==> src/rtl/uart_tx_arbiter.sv <==
// Round-robin arbiter feeding several byte requesters into one UART transmitter.
// Optional packet lock: define UART_ARB_PKTLOCK_EN.
module uart_tx_arbiter #(
  parameter int N_REQ = 3
) (
  input  logic               clk,
  input  logic               rst_n,
  input  logic [N_REQ-1:0]   req_valid,
  input  logic [8*N_REQ-1:0] req_data,
  input  logic [N_REQ-1:0]   req_last,
  output logic [N_REQ-1:0]   req_ack,
  output logic [7:0]         tx_data,
  output logic               tx_valid,
  input  logic               tx_ready,
  output logic [N_REQ-1:0]   grant,
  output logic               busy
);

  localparam int IW = $clog2(N_REQ);

  typedef enum logic [1:0] {
    S_IDLE,
    S_SEND,
    S_DRAIN
  } state_e;

  state_e           state_q;
  logic [IW-1:0]    last_q;
  logic [IW-1:0]    win_q;
  logic             started_q;
  logic [7:0]       tx_data_q;
  logic             tx_valid_q;
  logic [N_REQ-1:0] req_ack_q;
  logic [N_REQ-1:0] grant_q;
  logic             busy_q;

  logic [N_REQ-1:0] elig;
  logic [N_REQ-1:0] idle_grant;
  logic             pick_ok;
  logic [IW-1:0]    pick_idx;

  function automatic logic [N_REQ-1:0] onehot(input logic [IW-1:0] i);
    onehot = {{(N_REQ-1){1'b0}}, 1'b1} << i;
  endfunction

`ifdef UART_ARB_PKTLOCK_EN
  logic          lock_q;
  logic [IW-1:0] lock_id_q;
  logic          pend_last_q;

  assign elig       = lock_q ? (req_valid & onehot(lock_id_q)) : req_valid;
  assign idle_grant = lock_q ? onehot(lock_id_q) : '0;

  always_ff @(posedge clk or negedge rst_n) begin
    if (!rst_n) begin
      lock_q      <= 1'b0;
      lock_id_q   <= '0;
      pend_last_q <= 1'b0;
    end else begin
      if (state_q == S_IDLE && started_q && tx_ready && pick_ok)
        pend_last_q <= req_last[pick_idx];
      if (state_q == S_SEND && tx_ready) begin
        lock_q    <= !pend_last_q;
        lock_id_q <= win_q;
      end
    end
  end
`else
  logic unused_last;

  assign unused_last = ^req_last;
  assign elig        = req_valid;
  assign idle_grant  = '0;
`endif

  // Search starts one past the last accepted requester; lowest offset wins.
  always_comb begin
    int          t;
    logic [IW-1:0] cand;
    pick_ok  = 1'b0;
    pick_idx = '0;
    for (int k = N_REQ; k >= 1; k--) begin
      t = int'(last_q) + k;
      if (t >= N_REQ) t = t - N_REQ;
      cand = IW'(t);
      if (elig[cand]) begin
        pick_ok  = 1'b1;
        pick_idx = cand;
      end
    end
  end

  always_ff @(posedge clk or negedge rst_n) begin
    if (!rst_n) begin
      state_q    <= S_IDLE;
      last_q     <= IW'(N_REQ - 1);
      win_q      <= '0;
      started_q  <= 1'b0;
      tx_data_q  <= '0;
      tx_valid_q <= 1'b0;
      req_ack_q  <= '0;
      grant_q    <= '0;
      busy_q     <= 1'b0;
    end else begin
      started_q <= 1'b1;
      req_ack_q <= '0;
      unique case (state_q)
        S_IDLE: begin
          if (started_q && tx_ready && pick_ok) begin
            tx_data_q  <= req_data[{pick_idx, 3'b000} +: 8];
            tx_valid_q <= 1'b1;
            grant_q    <= onehot(pick_idx);
            win_q      <= pick_idx;
            busy_q     <= 1'b1;
            state_q    <= S_SEND;
          end
        end
        S_SEND: begin
          if (tx_valid_q && tx_ready) begin
            tx_valid_q <= 1'b0;
            req_ack_q  <= onehot(win_q);
            last_q     <= win_q;
            state_q    <= S_DRAIN;
          end
        end
        S_DRAIN: begin
          // The transmitter drops ready once it starts shifting the byte.
          if (!tx_ready) begin
            grant_q <= idle_grant;
            busy_q  <= 1'b0;
            state_q <= S_IDLE;
          end
        end
        default: state_q <= S_IDLE;
      endcase
    end
  end

  assign req_ack  = req_ack_q;
  assign tx_data  = tx_data_q;
  assign tx_valid = tx_valid_q;
  assign grant    = grant_q;
  assign busy     = busy_q;

endmodule

==> config.mk <==
export PLATFORM = sky130hd
export DESIGN_NAME = uart_tx_arbiter
export DESIGN_NICKNAME = d
export VERILOG_FILES = /design/src/rtl/uart_tx_arbiter.sv
export SDC_FILE = /design/constraint.sdc
export NUM_CORES = 1
export LEC_CHECK = 0
export ABC_AREA = 0
export BUFFER_PORTS_ARGS = -buffer_cell sky130_fd_sc_hd__buf_4
export CAP_MARGIN = 20
export CORE_MARGIN = 5
export CORE_UTILIZATION = 40
export DETAILED_ROUTE_END_ITERATION = 16
export PLACE_DENSITY = 0.67
export SLEW_MARGIN = 5
export SYNTH_ARGS = -nofsm -noshare
export SYNTH_HDL_FRONTEND = slang
export SYNTH_SLANG_ARGS = --single-unit
==> constraint.sdc <==
create_clock -name clk -period 5.4 [get_ports clk]
set_input_delay 0.54 -clock clk [delete_from_list [all_inputs] [get_ports clk]]
set_output_delay 0.54 -clock clk [all_outputs]
set_load 0.02 [all_outputs]
* Word level (Yosys, flattened, before mapping)
Index checks and enable logic that the tools add are counted. W data, S select, Z words.
Storage, ports and cells: output and inout bits 16, latch bits 0, word-level logic and storage cells 69, register bits 23, bits in read-only memories 0, input port bits 33, bits in writable memories 0, memories kept 0
Cells by class: reductions and logical operators 11, add/subtract/negate cells 6, shift operators 3, mux-type cells 29, divide/modulo/power cells 0, bitwise operators 0, equal/unequal tests 5, multiply operators 0, magnitude comparators 6
Operators with widths (number):
- $shiftx A24 B6 Y8 | 1
- $mux W2 | 9
- $mux W3 | 4
- $ge A3 B2 Y1 const B | 3
- $lt A2 B3 Y1 const B | 3
- $mux W1 | 9
- $reduce_and A3 Y1 | 3
- $add A2 B2 Y3 const B | 2
- $bmux W1 S2 | 3
- $ne A2 B2 Y1 const B | 3
- $pmux W2 S3 | 1
- $pmux W3 S2 | 1
- $shl A1 B2 Y3 const A | 2
- $sub A2 B2 Y2 const B | 3
- $pmux W1 S2 | 2
- $reduce_and A2 Y1 | 2
- $reduce_bool A2 Y1 | 2
- $add A2 B1 Y3 const B | 1
- $logic_and A1 B1 Y1 | 3
- $eq A2 B1 Y1 const B | 1
- $eq A2 B2 Y1 const B | 1
- $logic_not A2 Y1 | 1

* Logic depth before layout (Yosys ltp)
Gate-level depths: netlist (run 1).
depth after elaboration 11, depth in mapped cells 11, depth with buffers taken out 8

* Least setup slack after synthesis (run 1)
Ideal clock, no wire load.
path kind register -> register, from reg last_q[1], to reg win_q[0], library setup time 0.125 ns, slack 3.000 ns, arrival time 2.275 ns, stages on the path, launching flop included 10, data required time 5.275 ns, cell sequence dfstp_2 inv_1 ha_1 buf_6 and2_0 o21ai_1 or4b_1 and4_4 buf_6 mux2_4
Between the ends: longest elaborated chain between the ends 10, elaborated cells between the ends (all ways) 26, classes of those cells 6 x add/sub; 3 x order compare; 15 x mux; 2 x reduce/logical
RTL lines:
- from (decl) | line 28 | logic [IW-1:0] last_q;
- from (signal assigned) | line 96 | last_q <= IW'(N_REQ - 1);
- from (signal assigned) | line 122 | last_q <= win_q;
- $add A2 B2 Y3 | line 83 | t = int'(last_q) + k;
- $ge A3 B2 Y1 or $sub A2 B2 Y2 (tied branches) | line 84 | if (t >= N_REQ) t = t - N_REQ;
- $mux W2 | line 84
- $bmux W1 S2 | line 86 | if (elig[cand]) begin
- $mux W1 (not written as such) | line 86
- $mux W1 (3 in series) | line 86
- $logic_and A1 B1 Y1 | line 109 | if (started_q && tx_ready && pick_ok) begin
- $reduce_and A2 Y1 (no line)
- to (signal assigned) | line 113 | win_q <= pick_idx;
- to (decl) | line 29 | logic [IW-1:0] win_q;
Several ways; a longest one is shown, not always the timed one. The select of a mux whose other input is x is not followed. A chain may end at the register's enable or synchronous reset.

* Worst setup path after layout (run 1)
from reg last_q[0], to reg tx_data_q[1] (netlist: tx_data[1])
Between the ends: longest elaborated chain between the ends 10, elaborated cells between the ends (all ways) 27, classes of those cells 6 x add/sub; 3 x order compare; 1 x shift; 15 x mux; 2 x reduce/logical
RTL lines:
- branches (longest 10 deep; another with $add A2 B2 Y3)
- to (signal assigned) | line 110 | tx_data_q <= req_data[{pick_idx, 3'b000} +: 8];
- to (decl) | line 31 | logic [7:0] tx_data_q;
Parallel ways; which one is timed is not known. The select of a mux whose other input is x is not followed.

==> metrics.md, run 1 <==
| Metric | Value |
|---|---|
| Max VDD drop | 315.5 uV |
| Core area | 3078 um^2 |
| Placement Cell Area | 1629 um^2 |
| Fin area | 1664 um^2 |
| Vias in the first global route | 1133 |
| Reg-to-Reg End | tx_data[1]$_DFFE_PN0P_ |
| DP HPWL | 2.185 mm |
| Fmax | 364.9 MHz |
| Initial drt markers | 51 |
| Fin Setup TNS | 0 ns |
| CP Capture Type | register |
| Largest family of logic cells by synthesized area | simple AND/OR/NAND/NOR gates |
| Primary FF master, synth | dfrtp_1 |
| Port Buffers | 45 |
| Synth unique cells | 34 |
| ANT nets after route | 0 |
| Lkg Pwr | 0.7785 nW |
| Top cells by area, synth | dfrtp_1 (43%), nand2_1 (7.3%), mux2_2 (7.0%) |
| Skew final | 0.002498 ns |
| Initial antenna violation count | 0 |
| Die W | 66.76 um |
| Critical path peak fanout | 10 |
| Synth top area share | 0.4272 |
| Largest net degree at the start of global routing | 28 |
| Total global routing overflow | 0 |
| Met3 routed WL | 232 um |
| Full die area | 4457 um^2 |
| PwrDens | 551.3 nW/um^2 |
| Ys async rst share | 1.000 |
| Reg-to-reg critical path startpoint | last_q[0]$_DFFE_PN0P_ |
| Syn_nets | 170 |
| Clk pwr share | 0.088 |
| Skew-Pair Late Insertion Delay | 0.31 ns |
| Worst Path Arrival | 2.94 ns |
| Hold Path Class | in -> async |
| Ys Warns | 0 |
| Tmin final | 2.740 ns |
| Outcome | completed |
| Area growth from synthesis to layout | 29.13% |
| Syn avg cell area | 9.690 um^2 |
| Cell count after synthesis | 133 |
| # H-tree levels | 1 |
| Hold Buf Count CTS | 0 |
| Clk sinks | 23 |
| Worst setup path class | reg -> reg |
| Global placement routability congestion | 0.9611 |
| Leading cell type in the layout, fill and taps excluded | buf_4 |
| Commonest non-fill, non-tap cells in the layout | buf_4 (45), nand2_1 (25), dfrtp_1 (22) |
| Combinational share of power | 0.588 |
| Maxcap violations | 0 |
| Multi-input gate area | 644.4 um^2 |
| NumNets Final | 216 |
| Final WL | 2.938 mm |
| Synth Area in Adders | 0.03883 |
| DIE HEIGHT | 66.76 um |
| Number of placement rows | 20 |
| Fraction of layout cells with a size suffix above 1 | 0.3483 |
| Total setup buffers inserted after CTS | 0 |
| Compound-Gate Fraction of Synth Area | 0.1282 |
| Synth area leader | dfrtp_1 |
| Tcrit/Tclk final | 0.5075 |
| CTS tree | built |
| DR pass1 iterations | 4 |
| DR vias | 1092 |
| Reg2reg path depth | 8 |
| Final Hold Fails | 0 |
| Post-CTS sizing | 0 |
| Wire length on met1 | 1.346 mm |
| Clock Tree Buf Depth | 2 |
| Worst reg-to-reg setup slack | 2.66 ns |
| First-pass GRT wire length | 5.147 mm |
| RSZ-0062 raised after global routing | no |
| Antenna fix cells | 0 |
| Post-synthesis xor/xnor area fraction | 0 |
| Setup violations, final | 0 |
| WHS | 0.09292 ns |
| Clock transition at the registers of the reported paths | 0.13 ns |
| Max Transition Viols Final | 0 |
| DR vias/cell | 4.919 |
| Multiplexer share of the synthesized area | 0.1223 |
| Net switching power | 0.4016 mW |
| Number of synthesized flops with an enable pin | 0 |
| Layout fillers | 286 |
| Synthesis-stage register bit count | 23 |
| DRC errors left | 0 |
| Net Sw Frac | 0.4377 |
| Synth Area in Simple Gates | 0.2078 |
| WP data required | 5.60 ns |
| Uppermost layer routed | met4 |
| Total CTS buffers | 3 |
| Met2 routed WL | 1.307 mm |
| Top-Level Pins | 49 |
| Internal power | 0.5159 mW |
| Sequential power share | 0.324 |
| Initial Util | 0.4187 |
| Startpoint Class | register |
| Total track usage | 0.1510 |
| Tot Pwr | 0.9174 mW |
| Register area share after synthesis | 0.4476 |
| Root Buffer | clkbuf_4 |
| Synthesized cell area | 1289 um^2 |
| Wire length per cell | 13.23 um |
| Register area | 576.8 um^2 |
flip-flops by register name, indices dropped and copies added, names as in the netlist:
| name | flops |
|---|---|
| busy | 1 |
| started_q | 1 |
| tx_data | 8 |
| req_ack | 3 |
| last_q | 2 |
| state_q | 2 |
| grant | 3 |
| tx_valid | 1 |
| win_q | 2 |
synthesized netlist by cell type, types with 2 or more instances:
cell type	n
a21o_1	2
a21oi_1	5
a31oi_1	9
buf_6	4
dfrtp_1	22
ha_1	4
inv_1	3
mux2_1	2
mux2_2	8
mux2i_1	3
nand2_1	25
nand2b_1	3
nand3_1	2
nor2_1	13
nor2b_1	5
nor3b_1	2
o21ai_1	4
cell families (layout without fill, tap and decap cells):
group	count (synthesis)	in the layout
and+or+nand+nor	56	56
AOI/OAI and AO/OA	26	26
DFF	23	23
muxes	14	14
buffers and inverters	9	54
adders and majority gates	4	4
other	1	1
layout make-up:
type	count	share of cell area
inverters	4	0.009023
multi-input cells	101	0.3872
repair buffers	46	0.2075
flip-flops and latches	23	0.3466
clock inverters	1	0.003008
clock buffers	3	0.01353
well taps	44	0.03308
metal layers:
| metal | global-route usage | vias to the layer above |
|---|---|---|
| met5 | 0 | - |
| met4 | 0.05076 | 0 |
| met3 | 0.03035 | 7 |
| met2 | 0.2413 | 46 |
| met1 | 0.2025 | 489 |
| li1 | - | 550 |
worst max path at each step:
stage | start | endpoint | cells past startpoint
finish | last_q[0]$_DFFE_PN0P_ | tx_data[1]$_DFFE_PN0P_ | 8
global route | last_q[0]$_DFFE_PN0P_ | tx_data[1]$_DFFE_PN0P_ | 8
CTS | last_q[1]$_DFFE_PN1P_ | tx_data[6]$_DFFE_PN0P_ | 7
detailed placement | last_q[1]$_DFFE_PN1P_ | tx_data[1]$_DFFE_PN0P_ | 7
global placement | last_q[1]$_DFFE_PN1P_ | tx_data[6]$_DFFE_PN0P_ | 7
floorplan | last_q[1]$_DFFE_PN1P_ | win_q[0]$_DFFE_PN0P_ | 9
worst max-delay path: stages, from the launching register on:
cell and delay, ns:
dfrtp_1 0.48, inv_1 0.12, ha_1 0.43, or3b_1 0.41
a31oi_1 0.36, clkbuf_4 0.31, mux2_2 0.35, nand2_1 0.07
a31oi_1 0.08
power groups by stage:
stage                     registers, mW  logic [mW]  clock network (mW)
final                             0.297       0.540              0.0803
after global routing              0.309       0.606              0.0894
after CTS                         0.296       0.537              0.0828
after detailed placement          0.299       0.537                   0
after global placement            0.295       0.523                   0
after floorplan                   0.346       0.349                   0
per-stage QoR:
stage,instances,utilization,setup WS (ns)
after global placement,217,0.5293,2.416
after detailed placement,217,0.5293,2.321
after floorplan,133,-,3.000
after global routing,222,0.5407,2.492
final,222,0.5407,2.660
after CTS,221,0.5382,2.317
(Power assumes the default switching activity.)
==> run 2: changes to the inputs <==
- PLACE_DENSITY: 0.67 -> 0.7
- clock period: 5.4 -> 2.29 ns (I/O delays scaled with it)
==> metrics.md, run 2 (same netlist as run 1, synthesis figures left out) <==
| Metric | Value |
|---|---|
| Max VDD drop | 599.8 uV |
| Final WL | 3.145 mm |
| Number of placement rows | 20 |
| Critical path peak fanout | 9 |
| Final setup margin | 0.01627 ns |
| DR vias | 1192 |
| Clk pwr share | 0.074 |
| Top-Level Pins | 49 |
| Port Buffers | 45 |
| Worst Path Arrival | 2.48 ns |
| Largest net degree at the start of global routing | 24 |
| NumNets Final | 229 |
| Initial Util | 0.4187 |
| RSZ-0062 raised after global routing | yes |
| Final Hold Fails | 0 |
| Root Buffer | clkbuf_4 |
| Setup violations, final | 0 |
| Total global routing overflow | 0 |
| Die W | 66.76 um |
| Antenna fix cells | 0 |
| DR vias/cell | 5.072 |
| Worst Setup EP | tx_data[7]$_DFFE_PN0P_ |
| Reg-to-reg critical path startpoint | last_q[1]$_DFFE_PN1P_ |
| Layout fillers | 268 |
| Clock transition at the registers of the reported paths | 0.13 ns |
| Startpoint Class | register |
| Placement Cell Area | 1722 um^2 |
| Combinational share of power | 0.657 |
| Internal power | 1.512 mW |
| DIE HEIGHT | 66.76 um |
| ANT nets after route | 0 |
| Global placement routability congestion | 0.8544 |
| Fin Setup TNS | 0 ns |
| Leading cell type in the layout, fill and taps excluded | buf_4 |
| Lkg Pwr | 0.8737 nW |
| CP Launch Point | last_q[1]$_DFFE_PN1P_ |
| Hold Path Class | in -> reg |
| Tmin final | 2.274 ns |
| DP Worst Slack | -0.05293 ns |
| Skew-Pair Late Insertion Delay | 0.31 ns |
| CTS tree | built |
| Wire length per cell | 13.38 um |
| Max FFs per register | 8 |
| Reg-to-Reg End | tx_data[7]$_DFFE_PN0P_ |
| Clk sinks | 23 |
| PwrDens | 1380 nW/um^2 |
| Vias in the first global route | 1213 |
| Worst reg-to-reg setup slack | 0.02 ns |
| First-pass GRT wire length | 5.175 mm |
| Skew final | 0.0009027 ns |
| # H-tree levels | 1 |
| Fin area | 1861 um^2 |
| Clock Tree Buf Depth | 2 |
| Max Transition Viols Final | 0 |
| Tot Pwr | 2.567 mW |
| Worst setup path class | reg -> reg |
| Core area | 3078 um^2 |
| Tcrit/Tclk final | 0.9929 |
| Initial drt markers | 41 |
| Fmax | 439.8 MHz |
| Initial antenna violation count | 0 |
| DRC errors left | 0 |
| Outcome | completed |
| Total CTS buffers | 3 |
| DP HPWL | 2.394 mm |
| Total track usage | 0.1536 |
| Reg2reg path depth | 8 |
| Sequential power share | 0.269 |
| Net switching power | 1.055 mW |
| Maxcap violations | 0 |
| Area growth from synthesis to layout | 44.37% |
| WP data required | 2.49 ns |
| Net Sw Frac | 0.4108 |
| Commonest non-fill, non-tap cells in the layout | buf_4 (54), nand2_1 (23), dfrtp_1 (22) |
| Fraction of layout cells with a size suffix above 1 | 0.4660 |
| CP Capture Type | register |
| DR pass1 iterations | 4 |
| Full die area | 4457 um^2 |
## run 2: cell count changes in the layout (fill, tap and decap cells not counted), moves of 2 or more
cell     delta
buf_4       +9
buf_6       +3
inv_1       -2
inv_2       +2
mux2_2      -2
mux2_4      +3
nand2_1     -2
nand2_2     +2
nor2_1      -2
nor2_2      +2
o21ai_2     +2
## run 2: power by group through the flow
stage          Clock, mW  Combinational [mW]  Sequential, mW
3_3_place_gp           0                1.41           0.686
3_5_place_dp           0                1.45           0.696
6_report           0.189                1.69           0.692
4_1_cts            0.198                1.60           0.689
2_1_floorplan          0               0.838           0.817
5_1_grt            0.215                1.84           0.714
## run 2: timing repair
item | CTS | global route
cloned | 1 | 0
pin swaps | 2 | 2
setup buffers | 3 | 0
hold buffers | 1 | 0
resized for setup | 7 | 16
hold endpoints to repair | 22 | 0
setup endpoints to repair | 9 | 15
## run 2: per-layer routing
layer,GRT usage,part of all wire,vias to the layer above
li1,-,-,577
met1,0.1702,0.43,576
met2,0.2797,0.50,35
met3,0.04384,0.057,4
met4,0.04822,0.015,0
met5,0,0,-
## run 2: area by class of cell
cell class,count,area (um^2),area share
well taps,44,55.05,0.02959
inverters,4,15.01,0.008070
repair buffers,59,469.2,0.2522
clock buffers,3,22.52,0.01210
multi-input cells,101,716.9,0.3853
clock inverters,1,5.005,0.002690
flip-flops and latches,23,576.8,0.3100
## run 2: through the flow
step	hold WS, ns	std cells	util
after floorplan	-0.06659	133	-
after CTS	0.1510	235	0.5886
after global placement	0.1328	226	0.5594
after detailed placement	0.1408	226	0.5594
final	0.1622	235	0.6045
after global routing	0.1561	235	0.6045
## run 2: worst min-delay path by stage
stage,start,endpoint,cells after the start
final,req_data[16],tx_data[0]$_DFFE_PN0P_,3
after global routing,req_data[19],tx_data[3]$_DFFE_PN0P_,3
after CTS,req_data[17],tx_data[1]$_DFFE_PN0P_,3
after detailed placement,rst_n,state_q[0]$_DFFE_PN0P_,1
after global placement,rst_n,state_q[1]$_DFFE_PN0P_,1
after floorplan,rst_n,busy$_DFFE_PN0P_,0
## run 2: worst max-delay path, stage by stage, from the launching register on
cell     delay [ns]
dfstp_2        0.58
inv_2          0.06
ha_4           0.25
or3b_4         0.39
a31oi_4        0.25
buf_6          0.16
mux2_2         0.33
nand2_1        0.06
a31oi_1        0.09
==> run 3: changes to the inputs <==
- BUFFER_PORTS_ARGS: -buffer_cell sky130_fd_sc_hd__buf_4 -> default
- DONT_BUFFER_PORTS: default -> 1
- PLACE_DENSITY: 0.7 -> default
==> metrics.md, run 3 (same netlist as run 1, synthesis figures left out) <==
| Metric | Value |
|---|---|
| Total track usage | 0.1374 |
| Global placement routability congestion | 0.8304 |
| Wire length per cell | 14.82 um |
| Grt peak-use layer | met2 |
| DIE HEIGHT | 66.76 um |
| Top-Level Pins | 49 |
| Hold depth | 2 |
| Slowest cell on the critical path | dfstp_2 |
| Worst setup path class | reg -> reg |
| DR vias/cell | 5.314 |
| Tmin final | 2.299 ns |
| Outcome | finished with violations |
| Initial drt markers | 47 |
| Largest net degree at the start of global routing | 24 |
| First-pass GRT wire length | 4.726 mm |
| Clk sinks | 23 |
| DP HPWL | 2.118 mm |
| Met2 usage | 0.2426 |
| NumNets Final | 182 |
| Worst Path Arrival | 2.50 ns |
| ANT nets after route | 0 |
| Total setup buffers inserted after CTS | 0 |
| Max VDD drop | 601.4 uV |
| Full die area | 4457 um^2 |
| Met1 Track Usage GR | 0.1579 |
| Worst-path cell chain | inv_2, ha_2, mux2i_2, nor2b_2, or4b_4, and4_4, buf_12, nor2_1, a31oi_1 |
| # H-tree levels | 1 |
| Final WL | 2.786 mm |
| DR pass1 iterations | 4 |
| Core area | 3078 um^2 |
| RSZ-0062 raised after global routing | yes |
| Total CTS buffers | 3 |
| Max incr delay on CP | 0.60 ns |
| Final core utilization | 0.4878 |
| CP Capture Type | register |
| Crit path depth | 9 |
| Maxcap violations | 0 |
| Startpoint Class | register |
| WP data required | 2.49 ns |
| Max FFs per register | 8 |
| Port Buffers | 0 |
| Failing checks | setup timing |
| Root Buffer | clkbuf_4 |
| Worst path top cell family by delay | simple AND/OR/NAND/NOR gates |
| Die W | 66.76 um |
| WHS | 0.05168 ns |
| Vias in the first global route | 1062 |
| Area growth from synthesis to layout | 16.50% |
| Hold Path Class | in -> reg |
| Initial antenna violation count | 0 |
| Reg2reg path depth | 9 |
| Tcrit/Tclk final | 1.004 |
| DP Worst Slack | -0.1449 ns |
| Clock transition at the registers of the reported paths | 0.12 ns |
| Skew final | 0.005571 ns |
| Initial Util | 0.4187 |
| Fmax | 435.0 MHz |
| Max Transition Viols Final | 0 |
| Number of placement rows | 20 |
| Met3 track demand over resource | 0.05902 |
| Lkg Pwr | 0.6290 nW |
| DR vias | 999 |
| Final setup margin | -0.009043 ns |
| Fraction of layout cells with a size suffix above 1 | 0.2778 |
| Critical path peak fanout | 13 |
| Setup violations, final | 5 |
| CTS tree | built |
| Bufs and invs on worst path | 2 |
| Commonest non-fill, non-tap cells in the layout | nand2_1 (25), dfrtp_1 (22), nor2_1 (10) |
| DRC errors left | 0 |
| Leading cell type in the layout, fill and taps excluded | nand2_1 |
| Antenna fix cells | 0 |
| Skew-Pair Late Insertion Delay | 0.31 ns |
| Final Hold Fails | 0 |
| Clock Tree Buf Depth | 2 |
| Total global routing overflow | 0 |
| PwrDens | 1494 nW/um^2 |
==> run 3: repair_timing <==
item,in CTS,in global routing
hold buffers,1,0
pin swaps,1,0
resized for setup,5,10
endpoints found under the hold margin,23,0
gates cloned,0,0
setup endpoints to repair,12,14
==> run 3: area by class of cell <==
class	count	area, um^2
multi-input cells	101	710.7
clock inverters	1	5.005
repair buffers	12	116.4
fillers	278	1577
well taps	44	55.05
flip-flops and latches	23	576.8
clock buffers	3	22.52
inverters	4	15.01
==> run 3: worst register-to-register path, stage by stage, from the launching register on <==
cell     delay, ns
dfstp_2       0.60
inv_2         0.07
ha_2          0.20
mux2i_2       0.22
nor2b_2       0.11
or4b_4        0.50
and4_4        0.20
buf_12        0.15
nor2_1        0.09
a31oi_1       0.05
==> run 3: worst paths after layout <==
kind                                   startpoint                      to  slack (ns)
hold / removal                       req_data[17]  tx_data[1]$_DFFE_PN0P_        0.05
setup reg to reg            last_q[1]$_DFFE_PN1P_  tx_data[0]$_DFFE_PN0P_      -0.009
setup / recovery            last_q[1]$_DFFE_PN1P_  tx_data[0]$_DFFE_PN0P_      -0.009
hold reg to reg            state_q[1]$_DFFE_PN0P_  state_q[0]$_DFFE_PN0P_        0.50
min in group asynchronous                   rst_n    req_ack[1]$_DFF_PN0_        0.18
max in group asynchronous                   rst_n   last_q[1]$_DFFE_PN1P_        1.64
==> run 3: power breakdown <==
part / internal (mW) / total [mW] / switching, mW / leakage, nW
clock network: 0.0653 / 0.187 / 0.121 / 0.0177
registers: 0.571 / 0.851 / 0.280 / 0.276
logic: 0.625 / 1.21 / 0.580 / 0.335
total: 1.26 / 2.24 / 0.982 / 0.629
==> run 3: per-stage QoR <==
step | power (mW) | instance area [um^2] | setup TNS, ns | instances
5_1_grt | 2.419 | 1501 | -0.7395 | 188
3_5_place_dp | 1.939 | 1391 | -1.027 | 182
2_1_floorplan | 1.655 | 1301 | -0.002344 | 133
6_report | 2.243 | 1501 | -0.01694 | 188
3_3_place_gp | 1.888 | 1391 | -0.5960 | 182
4_1_cts | 2.173 | 1445 | 0 | 187
==> run 3: layer usage <==
layer	part of all wire	up-vias	routed length, um
met2	0.50	43	1388
li1	-	484	-
met4	0.0075	0	21
met3	0.084	4	233
met1	0.41	468	1141
met5	0	-	0
